`src/rtl/multicycle_ctrl.sv`:
```
// Multi-cycle control unit for the non-pipelined RV32I core.
// Fetches one instruction at a time over a valid-qualified instruction
// memory port, holds PC/IR/instret, and sequences the datapath controls
// through FETCH, DECODE, EXEC, MEM and WB. ECALL parks the core in HALT;
// illegal opcodes, misaligned taken branches and fetch timeouts park it
// in TRAP. Only reset leaves either terminal state.
module multicycle_ctrl #(
  parameter logic [31:0] RESET_PC     = 32'h0000_0000,
  parameter int unsigned IMEM_TIMEOUT = 15
) (
  input  logic        clk,
  input  logic        rst_n,
  output logic        imem_req,
  output logic [31:0] imem_addr,
  input  logic        imem_valid,
  input  logic [31:0] imem_rdata,
  output logic [4:0]  read_reg_r1,
  output logic [4:0]  read_reg_r2,
  output logic [4:0]  reg_write_dest,
  output logic [11:0] read_imm_12,
  output logic [1:0]  imm_sel,
  output logic [3:0]  alu_select,
  output logic        asel,
  output logic        bsel,
  output logic        brun_en,
  output logic        reg_write_en,
  output logic        dm_write_en,
  output logic        wbsel,
  output logic [31:0] pc,
  input  logic        breq_flag,
  input  logic        brlt_flag,
  input  logic        bge_flag,
  input  logic [31:0] alu_out,
  output logic [31:0] instret,
  output logic        halted,
  output logic        trap
);

  localparam logic [2:0] S_FETCH  = 3'd0;
  localparam logic [2:0] S_DECODE = 3'd1;
  localparam logic [2:0] S_EXEC   = 3'd2;
  localparam logic [2:0] S_MEM    = 3'd3;
  localparam logic [2:0] S_WB     = 3'd4;
  localparam logic [2:0] S_HALT   = 3'd5;
  localparam logic [2:0] S_TRAP   = 3'd6;

  localparam logic [6:0] OP_R     = 7'b0110011;
  localparam logic [6:0] OP_I     = 7'b0010011;
  localparam logic [6:0] OP_LW    = 7'b0000011;
  localparam logic [6:0] OP_SW    = 7'b0100011;
  localparam logic [6:0] OP_B     = 7'b1100011;
  localparam logic [6:0] OP_ECALL = 7'b1110011;

  localparam logic [31:0] NOP_INSTR = 32'h0000_0013;
  // Last wait count before the fetch is declared dead.
  localparam logic [3:0]  TMO_LAST  = 4'(IMEM_TIMEOUT - 1);

  logic [2:0]  state_reg, state_next;
  logic [31:0] pc_reg, pc_next;
  logic [31:0] ir_reg, ir_next;
  logic [31:0] instret_reg, instret_next;
  logic        halted_reg, halted_next;
  logic        trap_reg, trap_next;
  logic [3:0]  tmo_reg, tmo_next;
  // Low for the first cycle after reset release so the fetch request
  // only appears from the first clock edge onward.
  logic        run_reg;

  logic [6:0] opcode;
  logic [2:0] funct3;
  logic       funct7_b5;
  logic       is_r, is_i, is_lw, is_sw, is_b;
  logic       branch_taken;
  logic       retire;

  assign opcode    = ir_reg[6:0];
  assign funct3    = ir_reg[14:12];
  assign funct7_b5 = ir_reg[30];

  assign is_r  = (opcode == OP_R);
  assign is_i  = (opcode == OP_I);
  assign is_lw = (opcode == OP_LW);
  assign is_sw = (opcode == OP_SW);
  assign is_b  = (opcode == OP_B);

  // ALU operation for register and immediate arithmetic; immediates never
  // select SUB, but SRAI still uses the funct7[5] alternate bit.
  function automatic logic [3:0] alu_fn(input logic [2:0] f3, input logic alt,
                                        input logic allow_sub);
    logic [3:0] fn;
    case (f3)
      3'b000:  fn = (alt && allow_sub) ? 4'd1 : 4'd0;
      3'b001:  fn = 4'd2;
      3'b010:  fn = 4'd3;
      3'b011:  fn = 4'd4;
      3'b100:  fn = 4'd5;
      3'b101:  fn = alt ? 4'd7 : 4'd6;
      3'b110:  fn = 4'd8;
      default: fn = 4'd9;
    endcase
    return fn;
  endfunction

  // Register fields come straight from IR.
  assign read_reg_r1    = ir_reg[19:15];
  assign read_reg_r2    = ir_reg[24:20];
  assign reg_write_dest = ir_reg[11:7];

  // Datapath control decode, held stable by IR for the whole instruction.
  always_comb begin
    read_imm_12 = ir_reg[31:20];
    imm_sel     = 2'd0;
    alu_select  = 4'd0;
    asel        = 1'b0;
    bsel        = 1'b0;
    brun_en     = 1'b0;
    wbsel       = 1'b0;
    if (is_r) begin
      alu_select = alu_fn(funct3, funct7_b5, 1'b1);
    end else if (is_i) begin
      alu_select = alu_fn(funct3, funct7_b5, 1'b0);
      bsel       = 1'b1;
    end else if (is_lw) begin
      bsel  = 1'b1;
      wbsel = 1'b1;
    end else if (is_sw) begin
      read_imm_12 = {ir_reg[31:25], ir_reg[11:7]};
      imm_sel     = 2'd1;
      bsel        = 1'b1;
    end else if (is_b) begin
      read_imm_12 = {ir_reg[31], ir_reg[7], ir_reg[30:25], ir_reg[11:8]};
      imm_sel     = 2'd2;
      asel        = 1'b1;
      bsel        = 1'b1;
      brun_en     = funct3[1];
    end
  end

  // Branch condition from the datapath comparator flags.
  always_comb begin
    case (funct3)
      3'b000:        branch_taken = breq_flag;
      3'b001:        branch_taken = ~breq_flag;
      3'b100, 3'b110: branch_taken = brlt_flag;
      3'b101, 3'b111: branch_taken = bge_flag;
      default:       branch_taken = 1'b0;
    endcase
  end

  assign imem_req     = run_reg && (state_reg == S_FETCH);
  assign imem_addr    = pc_reg;
  assign pc           = pc_reg;
  assign instret      = instret_reg;
  assign halted       = halted_reg;
  assign trap         = trap_reg;
  assign reg_write_en = (state_reg == S_WB);
  assign dm_write_en  = (state_reg == S_MEM) && is_sw;

  // Sequencer: walks each instruction class through its states and
  // retires it on its last state.
  always_comb begin
    state_next   = state_reg;
    pc_next      = pc_reg;
    ir_next      = ir_reg;
    instret_next = instret_reg;
    halted_next  = halted_reg;
    trap_next    = trap_reg;
    tmo_next     = tmo_reg;
    retire       = 1'b0;
    case (state_reg)
      S_FETCH: begin
        if (run_reg) begin
          if (imem_valid) begin
            ir_next    = imem_rdata;
            tmo_next   = 4'd0;
            state_next = S_DECODE;
          end else if (tmo_reg == TMO_LAST) begin
            state_next = S_TRAP;
            trap_next  = 1'b1;
          end else begin
            tmo_next = tmo_reg + 4'd1;
          end
        end
      end
      S_DECODE: begin
        if (is_r || is_i || is_lw || is_sw || is_b) begin
          state_next = S_EXEC;
        end else if (opcode == OP_ECALL) begin
          state_next  = S_HALT;
          halted_next = 1'b1;
        end else begin
          state_next = S_TRAP;
          trap_next  = 1'b1;
        end
      end
      S_EXEC: begin
        if (is_r || is_i) begin
          state_next = S_WB;
        end else if (is_lw || is_sw) begin
          state_next = S_MEM;
        end else if (is_b) begin
          if (branch_taken && (alu_out[1:0] != 2'b00)) begin
            state_next = S_TRAP;
            trap_next  = 1'b1;
          end else begin
            retire = 1'b1;
          end
        end else begin
          state_next = S_TRAP;
          trap_next  = 1'b1;
        end
      end
      S_MEM: begin
        if (is_lw) state_next = S_WB;
        else       retire     = 1'b1;
      end
      S_WB:    retire = 1'b1;
      S_HALT:  state_next = S_HALT;
      S_TRAP:  state_next = S_TRAP;
      default: begin
        state_next = S_TRAP;
        trap_next  = 1'b1;
      end
    endcase
    if (retire) begin
      pc_next      = (is_b && branch_taken) ? alu_out : pc_reg + 32'd4;
      instret_next = instret_reg + 32'd1;
      state_next   = S_FETCH;
    end
  end

  // State registers; reset aborts any in-flight instruction.
  always_ff @(posedge clk or negedge rst_n) begin
    if (!rst_n) begin
      state_reg   <= S_FETCH;
      pc_reg      <= RESET_PC;
      ir_reg      <= NOP_INSTR;
      instret_reg <= 32'd0;
      halted_reg  <= 1'b0;
      trap_reg    <= 1'b0;
      tmo_reg     <= 4'd0;
      run_reg     <= 1'b0;
    end else begin
      state_reg   <= state_next;
      pc_reg      <= pc_next;
      ir_reg      <= ir_next;
      instret_reg <= instret_next;
      halted_reg  <= halted_next;
      trap_reg    <= trap_next;
      tmo_reg     <= tmo_next;
      run_reg     <= 1'b1;
    end
  end

endmodule

```
`config.mk`:
```
export PLATFORM = sky130hd
export DESIGN_NAME = multicycle_ctrl
export DESIGN_NICKNAME = d
export VERILOG_FILES = /design/src/rtl/multicycle_ctrl.sv
export SDC_FILE = /design/constraint.sdc
export NUM_CORES = 1
export LEC_CHECK = 0
export ABC_AREA = 0
export CAP_MARGIN = 15
export CELL_PAD_IN_SITES_DETAIL_PLACEMENT = 1
export CELL_PAD_IN_SITES_GLOBAL_PLACEMENT = 2
export CORE_AREA = 2 2 161 163
export DETAILED_ROUTE_END_ITERATION = 7
export DIE_AREA = 0 0 163 165
export HOLD_SLACK_MARGIN = 0.08
export PLACE_DENSITY_LB_ADDON = 0.1
export SETUP_SLACK_MARGIN = 0.2
export SYNTH_ARGS = -nofsm -noshare
export SYNTH_HDL_FRONTEND = slang
export SYNTH_SLANG_ARGS = --single-unit
export TNS_END_PERCENT = 30
```
`constraint.sdc`:
```
create_clock -name clk -period 2.03 [get_ports clk]
set_input_delay 0.3045 -clock clk [delete_from_list [all_inputs] [get_ports clk]]
set_output_delay 0.3045 -clock clk [all_outputs]
set_load 0.02 [all_outputs]
```
==> results of run 1 <==
-- per-layer routing --
layer	wire length, um	global-route usage [%]
met1	10100	21.6
met4	242	3.18
met2	11500	29.4
met5	0	0
met3	1370	4.80
-- logic make-up after synthesis --
| group | share of synthesized area (%) |
|---|---|
| AOI/OAI and AO/OA | 15.6 |
| other | 0.0603 |
| buffers and inverters | 10.4 |
| adders and majority gates | 0.805 |
| and+or+nand+nor | 17.9 |
| xor gates and xnor gates | 4.51 |
| DFF | 42.7 |
| muxes | 8.13 |
-- power groups by stage --
| stage | registers [mW] | clock network [mW] | logic (mW) |
|---|---|---|---|
| 2_1_floorplan | 2.15 | 0 | 0.0171 |
| 3_3_place_gp | 2.15 | 0 | 0.226 |
| 3_5_place_dp | 2.15 | 0 | 0.226 |
| 4_1_cts | 2.11 | 1.92 | 0.232 |
| 5_1_grt | 2.11 | 2.00 | 0.246 |
| 6_report | 2.11 | 1.85 | 0.226 |
-- placed cells by master (no fill, tap or decap), drive strengths merged, types with 5 or more instances in the layout --
cell	count
clkdlybuf4s50	152
buf	148
dfrtp	103
nand2	60
mux2	36
o21ai	36
a21oi	32
nor2	30
nor3	28
xor2	27
nand3	24
nand4	24
inv	24
dlygate4sd2	16
o22ai	15
dlymetal6s2s	14
clkbuf	14
nor4	14
mux2i	10
a2bb2oi	10
and3	9
a31oi	7
o22a	7
or2	5
xnor2	5
nor4b	5
-- how the worst min path moves through the flow --
stage	slack, ps	startpoint	endpoint
finish	470	halted	halted
floorplan	9	rst_n	halted
global route	500	instret[31]	instret[31]
CTS	480	instret[31]	instret[31]
detailed placement	320	rst_n	tmo_reg[2]
global placement	320	rst_n	tmo_reg[3]
-- cell type report --
class,count,area share [%]
multi-input combinational,440,34.3
timing repair buffer,335,32.4
sequential,106,25.7
tap,330,3.99
clock buffer,10,2.31
inverter,19,0.713
clock inverter,6,0.604
-- timing repair --
item,4_1_cts,5_1_grt
gates cloned,4,4
endpoints found under the hold margin,31,0
endpoints found under the setup margin,139,143
pin swaps,30,48
setup buffers,16,8
gates resized for setup,235,79
hold buffers,1,0
==> impl_metrics.tcl, run 1 <==
set metrics [dict create \
    drive_above_1_share_pct 34.3 \
    io_pins 208 \
    routed_via_density 4.82 \
    crit_chain "buf_6, and4bb_4, and4_4, a211oi_4, buf_12, buf_12, nor4_4, xor2_1" \
    timing.rr.end "instret[18]" \
    grt_max_degree 40 \
    drc 0 \
    synth_edf_count 0 \
    worstPathMaxFanout 7 \
    max-vdd-ir-drop_v 0.000402 \
    cts_buffers 9 \
    synthTopCellsByCount "dfrtp_1, nand2_1, buf_4" \
    power_mw 4.19 \
    slew_headroom_pct 59.9 \
    reg2reg_depth 8 \
    cts-root-buf "clkbuf_16" \
    p_int_mw 3.15 \
    cp_num_cells 8 \
    synth_most_common_cell "dfrtp_1" \
    synth_top_area_cell "dfrtp_1" \
    placed_area_sq_um 9060 \
    cts_tree "done" \
    vias 6009 \
    fin_crit_ps 2170 \
    p_seq_share_pct 50.4 \
    clockBufferDepth 2 \
    synth_seq_area_share_pct 42.7 \
    syn_nets 725 \
    p_comb_share_pct 5.4 \
    grt_pass1_vias 6309 \
    cap_violations 0 \
    final_util_pct 41.4 \
    antenna_cells 0 \
    setup_slack_ps -138 \
    crit_buf_inv 3 \
    synth_top_area_share_pct 41.4 \
    nets 985 \
    synth.distinct_cells 60 \
    wl_per_cell_um 18.7 \
    path_clk_slew_ps 80 \
    drtIter0Drc 243 \
    hold_path_depth 1 \
    io_buffers 207 \
    crit_family "simple AND/OR/NAND/NOR gates" \
    crit_path_end "instret[18]" \
    cp.required_ps 2320 \
    antenna_found_initial 0 \
    swShare_pct 24.7 \
    max_slew.worst_pin.slew_ps 599 \
    crit_type "flop to flop" \
    area_delta_synth_final_pct 66.5 \
    dp.cells 1197 \
    cp_common_cell "buf_12" \
    rows 58 \
    first_pass_iters 4 \
    dieArea_sq_um 26900 \
    synthesis.area_sq_um 6220 \
    synthTopCellsByArea "dfrtp_1, mux2_2, buf_4" \
    setup_viol 76 \
    r2r_start "ir_reg[1]" \
    grt_overflow 0 \
    ant_nets 0 \
    slowest_delay_ps 590 \
    die_h_um 165 \
    syn_avg_cell_area_sq_um 9.56 \
    syn_inst 651 \
    worst_ep_arrival_time_ps 2460 \
    slowest_stage "dfstp_2" \
    power.switching_mw 1.03 \
    final_cells 1246 \
    ys_warn_count 0 \
    crit_path_end_kind "flop" \
    status "complete, but fails checks" \
    p_clk_share_pct 44.2 \
    cts.sinks 106 \
    pre_cts_ws_ps -305 \
    nFillCells 2749 \
    synth-main-ff-cell "dfrtp_1" \
    multiInputGateArea_sq_um 3560 \
    startpoint_type "flop" \
    track_usage_pct 17.1 \
    worstSkewPairLatency_ps 360 \
    post-dp-hpwl_um 16300 \
    hold_viol 0 \
    fin_setup_tns_ps -5060 \
    timing.fmax_mhz 461 \
    synth.ff_latch_count 106 \
    fin_skew_ps 13.9 \
    regArea_sq_um 2660 \
    start_util_pct 24.8 \
    violations "negative setup slack" \
    wl_um 23200 \
    power.density_nw_per_um2 404 \
    slew_viol_final 0 \
    place_congestion 0.810 \
    finalCritPeriodShare_pct 107 \
    async_reset_ff_share_pct 100 \
    grt_pass1_wl_um 35800 \
    htree_levels 3 \
    crit_path_start "ir_reg[1]" \
    post-route-cell-area_sq_um 10400 \
    hold_class "flop to flop" \
    dieWidth_um 163 \
    leakagePower_nw 4.84 \
    holdWs_ps 470 \
    rrSetupSlack_ps -140 \
    coreArea_sq_um 25000 \
    rsz0062_at_grt "true" \
]
No activity file was read; power rests on OpenSTA's default activity.
==> inputs of run 2 (changes only) <==
--- a/config.mk
+++ b/config.mk
@@ -9,9 +9,9 @@
 export CAP_MARGIN = 15
 export CELL_PAD_IN_SITES_DETAIL_PLACEMENT = 1
 export CELL_PAD_IN_SITES_GLOBAL_PLACEMENT = 2
-export CORE_AREA = 2 2 161 163
+export CORE_AREA = 2 2 123 214
 export DETAILED_ROUTE_END_ITERATION = 7
-export DIE_AREA = 0 0 163 165
+export DIE_AREA = 0 0 125 216
 export HOLD_SLACK_MARGIN = 0.08
 export PLACE_DENSITY_LB_ADDON = 0.1
 export SETUP_SLACK_MARGIN = 0.2
==> run 2 against run 1 <==
  * The flow still finishes with violations (negative setup slack)
  * Setup slack worse by 15 ps
  * Die area increased by 0.39%
  * Wire length rose by 8.9%
  * Utilization fell by 0.46 points
  * Final cell count shrank 1.8%
  * Register-to-register slack got worse by 20 ps
  * Clock skew is 5.3 ps lower
==> impl_metrics.tcl, run 2 (synthesis results as in run 1) <==
set metrics [dict create \
    status "complete, but fails checks" \
    violations "negative setup slack" \
    place_congestion 0.810 \
    final_util_pct 40.9 \
    crit_path_end_kind "output port" \
    grt_pass1_vias 6793 \
    rows 77 \
    nets 977 \
    cap_violations 0 \
    startpoint_type "flop" \
    crit_type "flop to output port" \
    die_h_um 216 \
    drc 0 \
    path_clk_slew_ps 80 \
    drtIter0Drc 154 \
    wl_um 25300 \
    finalCritPeriodShare_pct 108 \
    layout_common_cells "clkdlybuf4s50_1, dfrtp_1, buf_4" \
    vias 6015 \
    wl_per_cell_um 20.7 \
    worstSkewPairLatency_ps 380 \
    track_usage_pct 18.5 \
    worstPathMaxFanout 6 \
    io_pins 208 \
    setup_viol 77 \
    placed_area_sq_um 9000 \
    leakagePower_nw 4.90 \
    first_pass_iters 4 \
    final_common_cell "clkdlybuf4s50_1" \
    post-dp-hpwl_um 18100 \
    io_buffers 207 \
    area_delta_synth_final_pct 66.0 \
    routed_via_density 4.91 \
    rrSetupSlack_ps -150 \
    dieWidth_um 125 \
    grt_pass1_wl_um 38800 \
    timing.fmax_mhz 458 \
    hold_viol 0 \
    drive_above_1_share_pct 33.3 \
    worst_ep_arrival_time_ps 1880 \
    grt_overflow 0 \
    power.density_nw_per_um2 419 \
    nFillCells 2821 \
    ant_nets 0 \
    slew_headroom_pct 35.0 \
    fin_crit_ps 2180 \
    htree_levels 3 \
    setup_slack_ps -153 \
    cts_buffers 9 \
    cts.sinks 106 \
    rsz0062_at_grt "true" \
    max-vdd-ir-drop_v 0.000337 \
    post-route-cell-area_sq_um 10300 \
    max_slew.worst_pin.slew_ps 973 \
    cp.required_ps 1730 \
    r2r_start "ir_reg[1]" \
    cts-root-buf "clkbuf_16" \
    antenna_cells 0 \
    timing.rr.end "imem_addr[15]" \
    start_util_pct 24.6 \
    reg2reg_depth 8 \
    slew_viol_final 0 \
    clockBufferDepth 2 \
    cts_tree "done" \
    coreArea_sq_um 25200 \
    grt_max_degree 63 \
    antenna_found_initial 0 \
    fin_skew_ps 8.59 \
    fin_setup_tns_ps -6790 \
    dieArea_sq_um 27000 \
    hold_class "primary input to asynchronous set/reset pin" \
]
==> run 2: cell types whose count changed in the layout (fill, tap and decap cells not counted), moves of 4 or more <==
cell	before	now
a22oi_1	4	0
a22oi_2	0	4
buf_4	101	97
buf_6	31	25
clkdlybuf4s50_1	152	139
dlygate4sd2_1	16	28
nand2_1	39	46
nand2_2	16	10
nor3_2	9	4
o21ai_0	22	17
o21ai_1	6	13
==> run 2: cell type report <==
cell class	count	area [sq um]	area share, %
Clock inverter	6	90.1	0.872
Sequential cell	106	2660	25.8
Clock buffer	10	229	2.22
Inverter	19	73.8	0.715
Timing Repair Buffer	328	3320	32.2
Multi-Input combinational cell	439	3560	34.4
Tap cell	316	395	3.83
==> run 2: power by group <==
group          leakage [nW]  internal (mW)  switching (mW)  total, mW
registers              1.39           2.11        0.000844       2.11
logic                  3.36          0.134          0.0913      0.225
clock network         0.153           1.09           0.905       1.99
==> run 2: worst max-delay path by stage <==
stage	start	endpoint	slack [ps]	cells after the start
finish	ir_reg[1]	read_imm_12[7]	-150	7
global route	ir_reg[1]	instret[22]	-220	9
CTS	ir_reg[0]	instret[20]	-160	8
detailed placement	bge_flag	instret[29]	-310	8
global placement	bge_flag	imem_addr[12]	-240	7
floorplan	ir_reg[13]	imem_addr[19]	-20	7
==> run 2: worst max-delay path, cell delays in order (launching register included) <==
cell and delay, ps:
dfstp_2 570, buf_6 100, and4bb_4 300, nand2_4 110, clkbuf_16 180, nand2_1 60
nand2_1 60, buf_6 130
==> run 2: metal layers <==
| metal | vias to the layer above | track usage, % | wire length, um |
|---|---|---|---|
| li1 | 2820 | - | - |
| met1 | 2989 | 18.4 | 8910 |
| met2 | 170 | 37.2 | 14600 |
| met3 | 36 | 3.27 | 1020 |
| met4 | 0 | 7.19 | 765 |
| met5 | - | 0 | 0 |
==> run 2: timing repair <==
action | 4_1_cts | 5_1_grt
resized for setup | 253 | 81
endpoints found under the setup margin | 153 | 134
gates cloned | 6 | 3
buffers inserted | 11 | 4
endpoints found under the hold margin | 103 | 0
pin swaps | 36 | 31
hold buffers | 1 | 0
==> run 2: per-stage QoR <==
| stage | setup slack (ps) | cells | total power, mW | hold slack [ps] |
|---|---|---|---|---|
| detailed placement | -314 | 1183 | 2.38 | 323 |
| finish | -153 | 1224 | 4.33 | 441 |
| global route | -222 | 1224 | 4.50 | 473 |
| global placement | -240 | 1183 | 2.38 | 321 |
| floorplan | -20.2 | 651 | 2.17 | 8.91 |
| CTS | -164 | 1217 | 4.41 | 454 |
